## src/rtl/rf_write_arbiter_if.sv

```systemverilog
// Requester and register-file write-port bundle for rf_write_arbiter.
// The master side is the writeback sources; the slave side is the arbiter.
interface rf_write_arbiter_if #(
    parameter int pw   = 3,
    parameter int NREQ = 3,
    parameter int dw   = 8
);
    localparam int GW = (NREQ > 1) ? $clog2(NREQ) : 1;

    logic [NREQ-1:0]    req_valid;
    logic [NREQ-1:0]    req_ready;
    logic [NREQ*pw-1:0] req_addr;
    logic [NREQ*dw-1:0] req_data;
    logic               wr_en;
    logic [pw-1:0]      wr_addr;
    logic [dw-1:0]      wr_data;
    logic [GW-1:0]      grant_id;
    logic [2**pw-1:0]   busy;
    logic               idle;

    modport master (
        output req_valid, req_addr, req_data,
        input  req_ready, wr_en, wr_addr, wr_data, grant_id, busy, idle
    );

    modport slave (
        input  req_valid, req_addr, req_data,
        output req_ready, wr_en, wr_addr, wr_data, grant_id, busy, idle
    );
endinterface

```

## src/rtl/rf_write_arbiter.sv

```systemverilog
// Round-robin arbiter sharing the register-file write port between NREQ
// buffered writeback sources, with a per-register busy scoreboard.
module rf_write_arbiter #(
    parameter int pw   = 3,
    parameter int NREQ = 3,
    parameter int dw   = 8
) (
    input  logic               clk,
    input  logic               rst_n,
    rf_write_arbiter_if.slave  bus
);
    localparam int GW = (NREQ > 1) ? $clog2(NREQ) : 1;

    logic [NREQ-1:0] pend_vld_q, pend_vld_d;
    logic [pw-1:0]   pend_addr_q [NREQ];
    logic [pw-1:0]   pend_addr_d [NREQ];
    logic [dw-1:0]   pend_data_q [NREQ];
    logic [dw-1:0]   pend_data_d [NREQ];
    logic            wr_en_q, wr_en_d;
    logic [pw-1:0]   wr_addr_q, wr_addr_d;
    logic [dw-1:0]   wr_data_q, wr_data_d;
    logic [GW-1:0]   grant_id_q, grant_id_d;
    logic [GW-1:0]   rr_ptr_q, rr_ptr_d;

    logic [NREQ-1:0] gnt;
    logic [GW-1:0]   gnt_idx;
    logic            gnt_any;
    logic [NREQ-1:0] ready;

    // Grant looks only at buffered entries, so req_valid never feeds the write path.
    always_comb begin
        int idx;
        idx     = 0;
        gnt     = '0;
        gnt_idx = '0;
        gnt_any = 1'b0;
        for (int k = 0; k < NREQ; k++) begin
            idx = int'(rr_ptr_q) + k;
            if (idx >= NREQ) idx = idx - NREQ;
            if (!gnt_any && pend_vld_q[idx]) begin
                gnt[idx] = 1'b1;
                gnt_idx  = GW'(idx);
                gnt_any  = 1'b1;
            end
        end
    end

    assign ready         = {NREQ{rst_n}} & (~pend_vld_q | gnt);
    assign bus.req_ready = ready;

    always_comb begin
        pend_vld_d  = pend_vld_q & ~gnt;
        pend_addr_d = pend_addr_q;
        pend_data_d = pend_data_q;
        wr_en_d     = gnt_any;
        wr_addr_d   = wr_addr_q;
        wr_data_d   = wr_data_q;
        grant_id_d  = grant_id_q;
        rr_ptr_d    = rr_ptr_q;
        if (gnt_any) begin
            wr_addr_d  = pend_addr_q[gnt_idx];
            wr_data_d  = pend_data_q[gnt_idx];
            grant_id_d = gnt_idx;
            rr_ptr_d   = (gnt_idx == GW'(NREQ - 1)) ? '0 : gnt_idx + GW'(1);
        end
        // A draining buffer may be refilled on the same edge.
        for (int i = 0; i < NREQ; i++) begin
            if (bus.req_valid[i] && ready[i]) begin
                pend_vld_d[i]  = 1'b1;
                pend_addr_d[i] = bus.req_addr[i*pw +: pw];
                pend_data_d[i] = bus.req_data[i*dw +: dw];
            end
        end
    end

    always_ff @(posedge clk or negedge rst_n) begin
        if (!rst_n) begin
            pend_vld_q <= '0;
            wr_en_q    <= 1'b0;
            wr_addr_q  <= '0;
            wr_data_q  <= '0;
            grant_id_q <= '0;
            rr_ptr_q   <= '0;
        end else begin
            pend_vld_q <= pend_vld_d;
            wr_en_q    <= wr_en_d;
            wr_addr_q  <= wr_addr_d;
            wr_data_q  <= wr_data_d;
            grant_id_q <= grant_id_d;
            rr_ptr_q   <= rr_ptr_d;
        end
    end

    // Buffer payload is qualified by pend_vld_q, so it needs no reset.
    always_ff @(posedge clk) begin
        pend_addr_q <= pend_addr_d;
        pend_data_q <= pend_data_d;
    end

    always_comb begin
        bus.busy = '0;
        for (int i = 0; i < NREQ; i++) begin
            if (pend_vld_q[i]) bus.busy[pend_addr_q[i]] = 1'b1;
        end
        if (wr_en_q) bus.busy[wr_addr_q] = 1'b1;
    end

    assign bus.wr_en    = wr_en_q;
    assign bus.wr_addr  = wr_addr_q;
    assign bus.wr_data  = wr_data_q;
    assign bus.grant_id = grant_id_q;
    assign bus.idle     = ~|pend_vld_q & ~wr_en_q;

endmodule

```

## src/flat_wrapper.sv

```systemverilog
// flat-port wrapper written by rule: the top's interface ports become plain ports
module rf_write_arbiter_flat 
#(
    parameter int pw   = 3,
    parameter int NREQ = 3,
    parameter int dw   = 8
)
  (clk, rst_n, bus_req_valid, bus_req_addr, bus_req_data, bus_req_ready, bus_wr_en, bus_wr_addr, bus_wr_data, bus_grant_id, bus_busy, bus_idle);
  rf_write_arbiter_if #(.pw(pw), .NREQ(NREQ), .dw(dw)) bus_i ();
  input  logic clk;
  input  logic rst_n;
  input wire logic [$bits(bus_i.req_valid)-1:0] bus_req_valid;
  input wire logic [$bits(bus_i.req_addr)-1:0] bus_req_addr;
  input wire logic [$bits(bus_i.req_data)-1:0] bus_req_data;
  output wire logic [$bits(bus_i.req_ready)-1:0] bus_req_ready;
  output wire logic [$bits(bus_i.wr_en)-1:0] bus_wr_en;
  output wire logic [$bits(bus_i.wr_addr)-1:0] bus_wr_addr;
  output wire logic [$bits(bus_i.wr_data)-1:0] bus_wr_data;
  output wire logic [$bits(bus_i.grant_id)-1:0] bus_grant_id;
  output wire logic [$bits(bus_i.busy)-1:0] bus_busy;
  output wire logic [$bits(bus_i.idle)-1:0] bus_idle;
  assign bus_i.req_valid = bus_req_valid;
  assign bus_i.req_addr = bus_req_addr;
  assign bus_i.req_data = bus_req_data;
  assign bus_req_ready = bus_i.req_ready;
  assign bus_wr_en = bus_i.wr_en;
  assign bus_wr_addr = bus_i.wr_addr;
  assign bus_wr_data = bus_i.wr_data;
  assign bus_grant_id = bus_i.grant_id;
  assign bus_busy = bus_i.busy;
  assign bus_idle = bus_i.idle;
  rf_write_arbiter #(.pw(pw), .NREQ(NREQ), .dw(dw)) u_core (.clk(clk), .rst_n(rst_n), .bus(bus_i));
endmodule
```

## config.mk

```make
export PLATFORM = sky130hd
export DESIGN_NAME = rf_write_arbiter_flat
export DESIGN_NICKNAME = d
export VERILOG_FILES = /design/src/rtl/rf_write_arbiter_if.sv /design/src/rtl/rf_write_arbiter.sv /design/src/flat_wrapper.sv
export SDC_FILE = /design/constraint.sdc
export NUM_CORES = 1
export LEC_CHECK = 0
export CAP_MARGIN = 20
export CORE_ASPECT_RATIO = 1.5
export CORE_MARGIN = 2
export CORE_UTILIZATION = 52
export CTS_BUF_LIST = sky130_fd_sc_hd__clkbuf_2 sky130_fd_sc_hd__clkbuf_4 sky130_fd_sc_hd__clkbuf_8
export CTS_CLUSTER_DIAMETER = 30
export DETAILED_ROUTE_END_ITERATION = 6
export PLACE_DENSITY_LB_ADDON = 0.25
export SKIP_LAST_GASP = 1
export SYNTH_ARGS = -nofsm -noshare
export SYNTH_HDL_FRONTEND = slang
export SYNTH_SLANG_ARGS = --single-unit
export TNS_END_PERCENT = 1
```

## constraint.sdc

```tcl
create_clock -name clk -period 4 [get_ports clk]
set_clock_uncertainty 0.15 [all_clocks]
set_input_delay 0.6 -clock clk [delete_from_list [all_inputs] [get_ports clk]]
set_output_delay 0.6 -clock clk [all_outputs]
set_load 0.01 [all_outputs]
```

; ---- Yosys cells after proc, flatten, opt, wreduce, memory -nomap -nowiden
; Index checks and enable logic that the tools add are counted.
[word_totals]
input_bits = 38
regBits = 52
[classes]
add_sub_neg = 6
muxes = 49
reduce_logical = 16
magnitude_cmp = 18
bitwise_logic = 13
n_eq_ne = 1
[ops]
columns = operator, count
row1 = $ge 32x1->1 const B, 3
row2 = $lt 32x4->1 const B, 3
row3 = $mux 32, 3
row4 = $ge 32x3->1 const B, 2
row5 = $sub 32x3->32 const B, 2
row6 = $mux 8, 6
row7 = $or 8x8->8, 3
row8 = $mux 1, 19
row9 = $bmux 8 s2, 1
row10 = $lt 3x4->1 const B, 4
row11 = $mux 3, 5
row12 = $demux 1 s3, 4
row13 = $ge 3x1->1 const B, 4
row14 = $logic_and 1x1->1, 12
row15 = $or 3x3->3, 3
row16 = $mux 2, 4
row17 = $and 3x3->3, 2
row18 = $bmux 1 s2, 3
row19 = $bmux 3 s2, 1
row20 = $demux 1 s2, 3
row21 = $not 3->3, 2
row22 = $add 2x1->3 const B, 1
row23 = $add 2x2->3 const B, 1
row24 = $ge 3x3->1 const B, 1
row25 = 9 further kinds, 11

; ---- Longest topological paths before layout
; Gate-level depths: netlist of the first run.
[logic_depth]
ltp_word = 16
mapped_depth = 11
mapped_depth_nobuf = 7

; ---- Worst setup path after synthesis of the first run
; Ideal clock, no wire load.
[synth_path]
path_type = flip-flop to flip-flop
startpoint = register u_core.rr_ptr_q[1]
endpoint = register u_core.pend_addr_q[3] (netlist name), enable pin
path_buffers = 0
synth_period_minus_slack_ns = 3.151
path_slack_ns = 0.849
path_stages_with_launch = 8
arrival_ns = 2.621
cell_sequence = dfrtp_1 inv_1 ha_1 mux2_4 mux2_4 or3_2 o2111ai_1 nor2b_1
[synth_via]
elab_chain_len = 15
word_cells_on_any_way = 49
cone_classes = add/sub: 5 / order compare: 9 / mux: 23 / bitwise: 4 / reduce/logical: 8
[synth_lines]
columns = element, line_no
row1 = from (decl), rf_write_arbiter.sv:23  ; logic [GW-1:0] rr_ptr_q, rr_ptr_d;
row2 = from (signal assigned), rf_write_arbiter.sv:90  ; rr_ptr_q <= rr_ptr_d;
row3 = branches (longest 11 deep; another with $sub 32x3->32), n/a
row4 = $mux 3 *, rf_write_arbiter.sv:40  ; if (!gnt_any && pend_vld_q[idx]) begin
row5 = $or 3x3->3 *, rf_write_arbiter.sv:48  ; assign ready = {NREQ{rst_n}} & (~pend_vld_q | gnt);
row6 = $and 3x3->3 *, rf_write_arbiter.sv:48
row7 = $logic_and 1x1->1 *, rf_write_arbiter.sv:68  ; if (bus.req_valid[i] && ready[i]) begin
row8 = to (signal assigned), rf_write_arbiter.sv:96  ; pend_addr_q <= pend_addr_d;
row9 = to (decl), rf_write_arbiter.sv:15  ; logic [pw-1:0] pend_addr_q [NREQ];
; Every way passes the cells marked *. The select of a mux whose other input is x is not followed.
; A chain may end at the register's enable or synchronous reset.

; ---- Worst setup path in the final report of the first run
[layout_path]
startpoint = register u_core.rr_ptr_q[1]
endpoint = output port bus_req_ready[1]
[layout_via]
elab_chain_len = 14
word_cells_on_any_way = 48
cone_classes = add/sub: 5 / order compare: 9 / mux: 23 / bitwise: 4 / reduce/logical: 7
[layout_lines]
columns = element, line_no
row1 = branches (longest 11 deep; another with $sub 32x3->32), n/a
row2 = $mux 3 *, rf_write_arbiter.sv:40
row3 = $or 3x3->3 *, rf_write_arbiter.sv:48
row4 = $and 3x3->3 *, rf_write_arbiter.sv:48
row5 = to (decl), flat_wrapper.sv:15  ; output wire logic [$bits(bus_i.req_ready)-1:0] bus_req_ready;
; Marks and branches as above.

==> metrics.md, run 1 <==
| Metric | Value |
|---|---|
| Seq pwr share | between 20% and 30% |
| Nets | ~340 |
| Core area | slightly above 5000 sq um |
| Top area cells in the synthesized netlist | edfxtp_1 (36%), dfrtp_1 (17%), nand4_1 (2.9%) |
| Final Max Tran Viols | 0 |
| Critical Path Most Common Cell | mux2_4 |
| Layout Cells excl Fill | between 300 and 400 |
| Post-synthesis xor/xnor area fraction | 0% |
| Die H | 93.2 um |
| Die X | 63.5 um |
| CTS Buf Count | 5 |
| Leakage power | 0.00133 uW |
| Synth Area in Compound Gates | 17.9% |
| Worst-Margin Slew | 0.711 ns |
| Post-CTS Setup Bufs | 0 |
| Number of flops mapped to enable cells by yosys | 33 |
| Slowest CP cell | clkdlybuf4s50_1 |
| Antenna violations before repair | 0 |
| Vias in the first global route | 2125 |
| Syn Inst Count | 236 |
| Crit path time final | 3.89 ns |
| Syn Nets | 278 |
| Fmax | 257 MHz |
| Largest family of logic cells by synthesized area | simple AND/OR/NAND/NOR gates |
| Fin Hold WS | 0.330 ns |
| Final wirelength | 6.60 mm |
| Fin crit share | between 90% and 100% |
| Mux contribution to synthesized area | 3.76% |
| P_sw | around 1400 uW |
| Status | complete, no violations |
| DP HPWL | 4.99 mm |
| TNS Setup | 0 ns |
| CP arrival | 3.14 ns |
| Post-synthesis register bit count | 52 |
| Vias per Instance | around 6 |
| Power Density | 922 nW/um^2 |
| Crit. End Element | output port |
| Post-route ant nets | 0 |
| Die area | 5920 sq um |
| Syn. warnings | 0 |
| Gate power share | 62.0% |
| GRT overflow | 0 |
| WL per Instance | 17.9 um |
| Crit Path Max Fanout | 7 |
| CTS sink cnt | 52 |
| Clock transition at path regs | 0.09 ns |
| Ys flop type | edfxtp_1 |
| ANT cells | 0 |
| VDD IR-drop max | around 0.42 mV |
| Fraction of registers with async set/reset | 36.5% |
| Number of max-cap violations | 0 |
| Register area share after synthesis | 53.2% |
| Final Hold Viols | 0 |
| Yosys cell types | 49 |
| Slowest stage delay, CP | 0.53 ns |
| HP Class | flip-flop to flip-flop |
| Drc violations | 0 |
| Clk_lat worst skew | approximately 0.3 ns |
| Slew margin rel. | 52.6% |
| Number of port buffers | 63 |
| Switching share of power | between 40% and 50% |
| Clock share of power | 10.6% |
| Num rows | 32 |
| IO Count | 64 |
| GRT Util Overall | 23.3% |
| Area Overhead vs Synth | 29.8% |
| Post-synthesis area per instance | 11.7 sq um |
| GP Congestion | ~0.92 |
| Largest net degree at the start of global routing | 31 |
| # placed instances | between 300 and 400 |
| Post-Synth Adder-Cell Area | approximately 1.8% |
| Final core utilization | 69.9% |
| Post-Syn Area | 2760 sq um |
| Top cell type's share of synthesized area | between 30% and 40% |
| CTS max path bufs | 2 |
| Initial DRT Pass Iterations | 4 |
| First-pass GRT wire length | around 10 mm |
| Int Pwr | 1890 uW |
| Share of layout cells above drive strength 1 | about 11% |
| Starting density of the core | ~54% |
| Simple logic cell fraction of the synthesized area | 18.7% |
| CTS tree | done |
| Fill count | a little over 400 |
| Setup crit start kind | flip-flop |
| H-tree Lvls | 2 |
| Power Total | 3300 uW |
| Clock Tree Root | clkbuf_8 |
| DR iter-0 viols | 226 |
| WP data required | 3.25 ns |
| Critical path cell sequence | inv_1, ha_2, mux2_4, mux2_4, or3_2, o2111ai_1, and2_1, clkdlybuf4s50_1 |
| Leading area contributor after synthesis | edfxtp_1 |
| Vias | 2213 |
| Finish-stage setup viols | 0 |
| Crit Path Class | flip-flop to output port |
## repair_timing
item	in CTS	in global routing
resized for setup	1	4
gates cloned	0	0
setup endpoints to repair	2	2
hold buffers	0	0
## worst paths after layout
| kind | from | to | slack, ns | depth (start not counted) |
|---|---|---|---|---|
| max reg2reg | u_core.rr_ptr_q[1] | u_core.pend_data_q[14] | 0.99 | 8 |
| max | u_core.rr_ptr_q[1] | bus_req_ready[1] | 0.11 | 8 |
| min | u_core.bus.wr_data[7] | u_core.bus.wr_data[7] | 0.33 | 2 |
| min in group asynchronous | rst_n | u_core.pend_vld_q[1] | 0.39 | 1 |
| min reg2reg | u_core.bus.wr_data[7] | u_core.bus.wr_data[7] | 0.33 | 2 |
| max in group asynchronous | rst_n | u_core.bus.wr_data[7] | 2.78 | 2 |
## cells in the mapped netlist, types with 7 or more instances
| master | instances |
|---|---|
| inv_1 | 10 |
| a311oi_1 | 7 |
| and2_1 | 8 |
| a211oi_1 | 8 |
| nand2_1 | 17 |
| edfxtp_1 | 33 |
| a21boi_0 | 8 |
| dfrtp_1 | 19 |
| and3_1 | 7 |
| nor2_1 | 7 |
| nand4_1 | 13 |
| nor2b_1 | 11 |
| clkbuf_1 | 7 |
| o31ai_1 | 7 |
| nand3_1 | 11 |
## flip-flops by register name, indices dropped and copies added, names as in the netlist
| register | cells |
|---|---|
| u_core.bus.grant_id | 2 |
| u_core.bus.wr_addr | 3 |
| u_core.bus.wr_data | 8 |
| u_core.bus.wr_en | 1 |
| u_core.pend_addr_q | 9 |
| u_core.pend_data_q | 24 |
| u_core.pend_vld_q | 3 |
| u_core.rr_ptr_q | 2 |
## metal layers
| metal | vias to the layer above | part of all wire, % | track usage [%] |
|---|---|---|---|
| met5 | - | 0 | 0 |
| met4 | 0 | 3.5 | 12.5 |
| met3 | 18 | 3.4 | 3.25 |
| met2 | 70 | 56 | 43.1 |
| met1 | 1079 | 37 | 25.4 |
| li1 | 1046 | - | - |
## placed cells by master, fill, tap and decap left out, types with 2 or more instances in the layout
master           Yosys  routed
a311oi_1             7       7
a22oi_1              3       3
mux2_1               3       3
buf_4                2       9
mux2_4               2       2
o31ai_1              7       7
a221o_1              4       4
nand4b_1             2       2
inv_1               10      10
nand4_1             13      13
o21ai_0              3       3
and3_1               7       7
clkdlybuf4s50_1      0      63
a31oi_1              2       2
clkbuf_8             0       5
ha_1                 4       2
nand3_1             11      11
dfrtp_1             19      19
a21boi_0             8       8
edfxtp_1            33      33
nand3b_1             2       2
ha_2                 0       2
o311ai_0             2       2
a21o_1               3       3
a211oi_1             8       8
and2_1               8       8
nor2b_1             11      10
o2111ai_1            2       2
mux2i_1              4       4
nor2_1               7       7
nand2_1             17      17
## kinds of logic after synthesis
logic type | Yosys count
and+or+nand+nor | 88
AOI/OAI and AO/OA | 58
DFF | 52
buffers and inverters | 25
muxes | 9
adders and majority gates | 4
## final cells by class
type | instances | area (sq um) | share of cell area (%)
Clock buffer | 6 | 76.3 | 2.13
Clock inverter | 2 | 35.0 | 0.978
Inverter | 10 | 37.5 | 1.05
Multi-Input combinational cell | 159 | 1180 | 33.0
Sequential cell | 52 | 1470 | 40.9
Tap cell | 68 | 85.1 | 2.38
Timing Repair Buffer | 72 | 698 | 19.5
## power groups by stage
stage	clock network, uW	registers [uW]	logic (uW)
2_1_floorplan	0	900	1380
3_3_place_gp	0	907	1950
3_5_place_dp	0	912	2020
4_1_cts	358	901	2030
5_1_grt	388	924	2220
6_report	350	904	2050
## worst max-delay path: cells and delay by family (launching register included)
| kind | cells | cell delay [ns] |
|---|---|---|
| AND/OR/NAND/NOR | 2 | 0.65 |
| buffers and inverters | 2 | 0.63 |
| multiplexers | 2 | 0.63 |
| flip-flops | 1 | 0.42 |
| adder cells (fa/ha/maj) | 1 | 0.25 |
| AO/OA/AOI/OAI | 1 | 0.25 |
## stage by stage
stage | setup slack, ns | instance area (sq um)
floorplan | 0.849 | 2760
global placement | 0.397 | 3450
global route | -0.0101 | 3580
detailed placement | 0.290 | 3450
CTS | 0.0535 | 3570
finish | 0.114 | 3580
Note: power is estimated with default switching activity, not from simulation.
==> run 2: changes to the inputs <==
--- a/config.mk
+++ b/config.mk
@@ -13,6 +13,7 @@
 export CTS_CLUSTER_DIAMETER = 30
 export DETAILED_ROUTE_END_ITERATION = 6
 export PLACE_DENSITY_LB_ADDON = 0.25
+export REMOVE_ABC_BUFFERS = 1
 export SKIP_LAST_GASP = 1
 export SYNTH_ARGS = -nofsm -noshare
 export SYNTH_HDL_FRONTEND = slang
==> constraint.sdc (replaced) <==
create_clock -name clk -period 3.67 [get_ports clk]
set_clock_uncertainty 0.15 [all_clocks]
set_input_delay 0.5505 -clock clk [delete_from_list [all_inputs] [get_ports clk]]
set_output_delay 0.5505 -clock clk [all_outputs]
set_load 0.01 [all_outputs]
==> metrics.md, run 2 (synthesis gave the netlist of run 1 again) <==
| Metric | Value |
|---|---|
| Status | complete, no violations |
| Drc violations | 0 |
| Final Worst Setup Slack | 0.202 ns |
| WL per Instance | approximately 18 um |
| Clock share of power | a little under 9% |
| Fill count | approximately 420 |
| Max FFs per register | 24 |
| VDD IR-drop max | 0.608 mV |
| Core area | 5120 sq um |
| Fin Hold WS | 0.335 ns |
| Multi-input gate area | approximately 1200 sq um |
| Largest register by flop count | u_core.pend_data_q |
| Clk_lat worst skew | 0.31 ns |
| Clock Tree Root | clkbuf_8 |
| Worst-Margin Slew | 0.504 ns |
| Pre-CTS setup slack | 0.130 ns |
| Fmax | roughly 290 MHz |
| Share of layout cells above drive strength 1 | 13.9% |
| Finish-stage setup viols | 0 |
| Clock transition at path regs | approximately 0.1 ns |
| Switching share of power | 43.3% |
| Fin crit share | 94.5% |
| Setup crit start kind | flip-flop |
| Final wirelength | 6.89 mm |
| GRT overflow | 0 |
| CTS Buf Count | 5 |
| CTS sink cnt | 52 |
| Power Density | 1010 nW/um^2 |
| Power Total | 3660 uW |
| Num rows | 32 |
| WP data required | about 3.0 ns |
| Die area | 5920 sq um |
| Crit path time final | 3.47 ns |
| Crit. End Element | output port |
| Initial DRT Pass Iterations | 4 |
| Die H | between 90 and 100 um |
| Nets | 350 |
| R2r worst-path depth | 8 |
| Number of port buffers | 63 |
| RSZ-0062 raised after global routing | false |
| TNS Setup | 0 ns |
| Commonest non-fill, non-tap cell in the layout | clkdlybuf4s50_1 |
| CTS tree | done |
| Reg area | 1470 sq um |
| First-pass GRT wire length | 11.1 mm |
| Leakage power | 0.00137 uW |
| GP Congestion | 0.951 |
| ANT cells | 0 |
| Die X | 63.5 um |
| Gate power share | 64.1% |
| Post-route ant nets | 0 |
| Area Overhead vs Synth | 31.9% |
| Crit Path Class | flip-flop to output port |
| Most frequent cells in the layout | clkdlybuf4s50_1 (61), edfxtp_1 (33), dfrtp_1 (19), nand2_1 (17), buf_4 (17) |
| GRT Util Overall | about a quarter |
| Vias in the first global route | 2320 |
| # placed instances | 366 |
| Starting density of the core | a little over half |
| Final Max Tran Viols | 0 |
| Layout Cells excl Fill | 377 |
| H-tree Lvls | 2 |
| Antenna violations before repair | 0 |
| DR iter-0 viols | approximately 240 |
| P_sw | 1590 uW |
| Largest net degree at the start of global routing | 25 |
| Number of max-cap violations | 0 |
| Crit Path Max Fanout | 6 |
| DP HPWL | 5.09 mm |
| Vias | 2233 |
| Int Pwr | 2080 uW |
| CTS max path bufs | 2 |
| HP Class | input pin to async pin |
| IO Count | 64 |
| Seq pwr share | 27.0% |
| CP arrival | 2.77 ns |
| Vias per Instance | 5.92 |
| Final Hold Viols | 0 |
| Slew margin rel. | 66.3% |
-- run 2: power by group through the flow --
stage          Sequential [uW]  Combinational (uW)  Clock (uW)
6_report                   989                2350         326
5_1_grt                   1010                2550         353
4_1_cts                    987                2310         332
3_5_place_dp               996                2270           0
3_3_place_gp               991                2220           0
2_1_floorplan             1030                1340           0
-- run 2: timing repair --
item                                    CTS  global route
pin swaps                                 0             1
resized for setup                         5             4
setup buffers                             1             1
hold endpoints to repair                  0             0
cloned                                    0             0
endpoints found under the setup margin    2             1
hold buffers                              0             0
-- run 2: final timing paths --
kind | to | slack [ns] | start
min in group clk | u_core.bus.grant_id[0] | 0.34 | u_core.bus.grant_id[0]
min reg2reg | u_core.bus.grant_id[0] | 0.34 | u_core.bus.grant_id[0]
max in group asynchronous | u_core.bus.wr_addr[1] | 2.51 | rst_n
max reg2reg | u_core.bus.wr_data[2] | 0.75 | u_core.rr_ptr_q[0]
min | u_core.bus.wr_data[1] | 0.33 | rst_n
max | bus_req_ready[2] | 0.20 | u_core.rr_ptr_q[1]
-- run 2: final cells by class --
type | instances | share of cell area, %
sequential | 52 | 40.3
multi-input combinational | 159 | 33.0
timing repair buffer | 80 | 20.9
tap | 68 | 2.34
clock buffer | 6 | 2.10
inverter | 10 | 1.03
clock inverter | 2 | 0.378
-- run 2: routing by layer --
layer / GRT usage (%) / wire (um)
met4: 11.4 / 207
met3: 3.13 / 276
met1: 27.9 / 2640
met5: 0 / 0
met2: 44.3 / 3760
-- run 2: per-stage QoR --
step           area (sq um)  utilization (%)
3_5_place_dp           3490             68.1
6_report               3640             71.0
3_3_place_gp           3490             68.1
4_1_cts                3610             70.5
2_1_floorplan          2670                -
5_1_grt                3640             71.0
-- run 2: worst max-delay path: stages, from the launching register on --
cell and delay, ns:
dfrtp_1 0.41, inv_1 0.11, ha_4 0.19, mux2_4 0.30, mux2_4 0.28, buf_4 0.17, a22oi_1 0.17, o21ai_0 0.15
and2_1 0.20, clkdlybuf4s50_1 0.48
==> run 3: changes to the inputs <==
--- a/config.mk
+++ b/config.mk
@@ -5,6 +5,7 @@
 export SDC_FILE = /design/constraint.sdc
 export NUM_CORES = 1
 export LEC_CHECK = 0
+export ABC_AREA = 1
 export CAP_MARGIN = 20
 export CORE_ASPECT_RATIO = 1.5
 export CORE_MARGIN = 2
@@ -12,7 +13,7 @@
 export CTS_BUF_LIST = sky130_fd_sc_hd__clkbuf_2 sky130_fd_sc_hd__clkbuf_4 sky130_fd_sc_hd__clkbuf_8
 export CTS_CLUSTER_DIAMETER = 30
 export DETAILED_ROUTE_END_ITERATION = 6
-export PLACE_DENSITY_LB_ADDON = 0.25
+export PLACE_DENSITY = 0.82
 export REMOVE_ABC_BUFFERS = 1
 export SKIP_LAST_GASP = 1
 export SYNTH_ARGS = -nofsm -noshare
==> metrics.md, run 3 <==
| Metric | Value |
|---|---|
| Crit path depth | 11 |
| GRT Util Overall | 23.8% |
| CP arrival | 2.66 ns |
| First-pass GRT wire length | 11.0 mm |
| Die H | around 94 um |
| Critical path cell sequence | inv_1, ha_1, inv_2, a21oi_4, nand3_2, nor2_1, nor2_1, nand2_1, nand2_1, inv_1, clkdlybuf4s50_1 |
| Vias in the first global route | 2376 |
| ANT cells | 0 |
| Syn Inst Count | just over 300 |
| Number of port buffers | 63 |
| Final core utilization | 69.5% |
| Post-CTS Setup Bufs | 0 |
| GP Congestion | approximately 0.94 |
| Most common cell in the netlist | nand2_1 |
| Clk_lat worst skew | 0.30 ns |
| Commonest non-fill, non-tap cell in the layout | clkdlybuf4s50_1 |
| CTS max path bufs | 2 |
| Number of flops mapped to enable cells by yosys | 33 |
| Clock Tree Root | clkbuf_8 |
| Register area share after synthesis | between 50 and 60% |
| Post-synthesis area per instance | 9.31 sq um |
| Post-synthesis register bit count | 52 |
| Initial DRT Pass Iterations | 4 |
| RSZ-0062 raised after global routing | false |
| Most frequent cells in the layout | clkdlybuf4s50_1 (63), nand2_1 (60), inv_1 (59), edfxtp_1 (33), nand3_1 (27) |
| Drc violations | 0 |
| Max FFs per register | 24 |
| Fmax | 297 MHz |
| VDD IR-drop max | 0.801 mV |
| GRT overflow | 0 |
| DP HPWL | 5.17 mm |
| Final Hold Viols | 0 |
| Gates resized, CTS repair | 0 |
| Crit path time final | 3.36 ns |
| Core area | 5200 sq um |
| Syn. warnings | 0 |
| Synth cell count leaders | nand2_1 (60), inv_1 (59), edfxtp_1 (33) |
| CTS sink cnt | 52 |
| Slowest stage delay, CP | 0.53 ns |
| Vias | approximately 2300 |
| Power Density | 1070 nW/um^2 |
| CTS Buf Count | 5 |
| WL per Instance | 15.0 um |
| Die X | 64.3 um |
| R2r worst-path depth | 11 |
| Fill count | 409 |
| WP data required | roughly 3 ns |
| Nets | 416 |
| CTS tree | done |
| DR iter-0 viols | 146 |
| Top area cells in the synthesized netlist | edfxtp_1 (35%), dfrtp_1 (17%), nand2_1 (8.0%) |
| Crit. End Element | output port |
| Buf/Inv on CP | 4 |
| Starting density of the core | 54.4% |
| CP top delay family | buffers and inverters |
| Finish-stage setup viols | 0 |
| Area Overhead vs Synth | 27.8% |
| Largest net degree at the start of global routing | 17 |
| Share of layout cells above drive strength 1 | roughly 14% |
| Slew margin rel. | roughly two thirds |
| Leading area contributor after synthesis | edfxtp_1 |
| Ys flop type | edfxtp_1 |
| IO Count | 64 |
| HP Class | flip-flop to flip-flop |
| Setup crit start kind | flip-flop |
| Final Max Tran Viols | 0 |
| Yosys cell types | 33 |
| Num rows | 32 |
| H-tree Lvls | 2 |
| Status | complete, no violations |
| Crit Path Class | flip-flop to output port |
| Post-Syn Area | 2830 sq um |
| Largest register by flop count | u_core.pend_data_q |
| Leakage power | 0.00163 uW |
| Number of max-cap violations | 0 |
| Clock transition at path regs | 0.09 ns |
| Fin crit share | between 90% and 100% |
| Antenna violations before repair | 0 |
| Worst-Margin Slew | slightly below 0.5 ns |
| TNS Setup | 0 ns |
| Slowest CP cell | clkdlybuf4s50_1 |
| Hold depth | 2 |
| Fraction of registers with async set/reset | 36.5% |
| Post-route ant nets | 0 |
| Die area | 6060 sq um |
| Top cell type's share of synthesized area | 35.0% |
| Crit Path Max Fanout | 5 |
| Vias per Instance | 5.29 |
| Power Total | 3890 uW |
| Final wirelength | between 6 and 7 mm |
| Cts hold-fix bufs | 0 |
==> run 3: per-stage QoR <==
stage | hold WS [ns] | setup slack [ns] | cell area (sq um) | instances
floorplan | 0.105 | 0.823 | 2780 | 299
global placement | 0.335 | 0.671 | 3530 | 435
detailed placement | 0.330 | 0.666 | 3530 | 435
CTS | 0.350 | 0.321 | 3620 | 443
global route | 0.369 | 0.0834 | 3620 | 443
finish | 0.350 | 0.306 | 3620 | 443
==> run 3: layout make-up <==
| type | instances | area, sq um | share of cell area (%) |
|---|---|---|---|
| clock inverters | 1 | 5.00 | 0.138 |
| inverters | 63 | 239 | 6.60 |
| repair buffers | 68 | 668 | 18.5 |
| flip-flops and latches | 52 | 1470 | 40.5 |
| clock buffers | 7 | 83.8 | 2.32 |
| well taps | 68 | 85.1 | 2.35 |
| multi-input cells | 184 | 1070 | 29.6 |
==> run 3: metal layers <==
metal / vias up / GRT usage, % / wire length [um]
li1: 1139 / - / -
met1: 1090 / 26.0 / 2430
met2: 93 / 45.0 / 3750
met3: 20 / 3.10 / 295
met4: 0 / 11.3 / 179
met5: - / 0 / 0
==> run 3: path summary, 6_finish.rpt <==
path | from | endpoint | slack [ns]
worst max register to register | u_core.rr_ptr_q[0] | u_core.pend_data_q[19] | 0.80
worst min-delay path | u_core.bus.grant_id[0] | u_core.bus.grant_id[0] | 0.35
worst min register to register | u_core.bus.grant_id[0] | u_core.bus.grant_id[0] | 0.35
min in group asynchronous | rst_n | u_core.bus.wr_data[7] | 0.38
worst max-delay path | u_core.rr_ptr_q[0] | bus_req_ready[0] | 0.31
max in group asynchronous | rst_n | u_core.bus.wr_data[2] | 2.45
==> run 3: logic make-up (layout without fill, tap and decap cells) <==
| kind of cell | Yosys count | after routing | share of synthesized area, % |
|---|---|---|---|
| compound gates | 37 | 37 | 9.81 |
| fa+ha+maj | 4 | 4 | 1.77 |
| simple gates | 143 | 143 | 26.3 |
| buf+inv | 68 | 139 | 10.3 |
| flops | 52 | 52 | 51.8 |
==> run 3: worst register-to-register path, stage by stage (launching register included) <==
cell	delay, ns
dfrtp_1	0.39
inv_1	0.09
ha_1	0.41
inv_2	0.12
a21oi_4	0.26
nand3_2	0.16
nor2_1	0.12
nor2_1	0.06
nand2_1	0.07
nand2_1	0.08
nor2_1	0.41
buf_4	0.26
==> run 3: report_power, final <==
| group | switching (uW) | internal [uW] | leakage [uW] |
|---|---|---|---|
| Combinational | 1580 | 989 | 0.00106 |
| Sequential | 155 | 847 | 0.000526 |
| Clock | 169 | 149 | 0.0000491 |
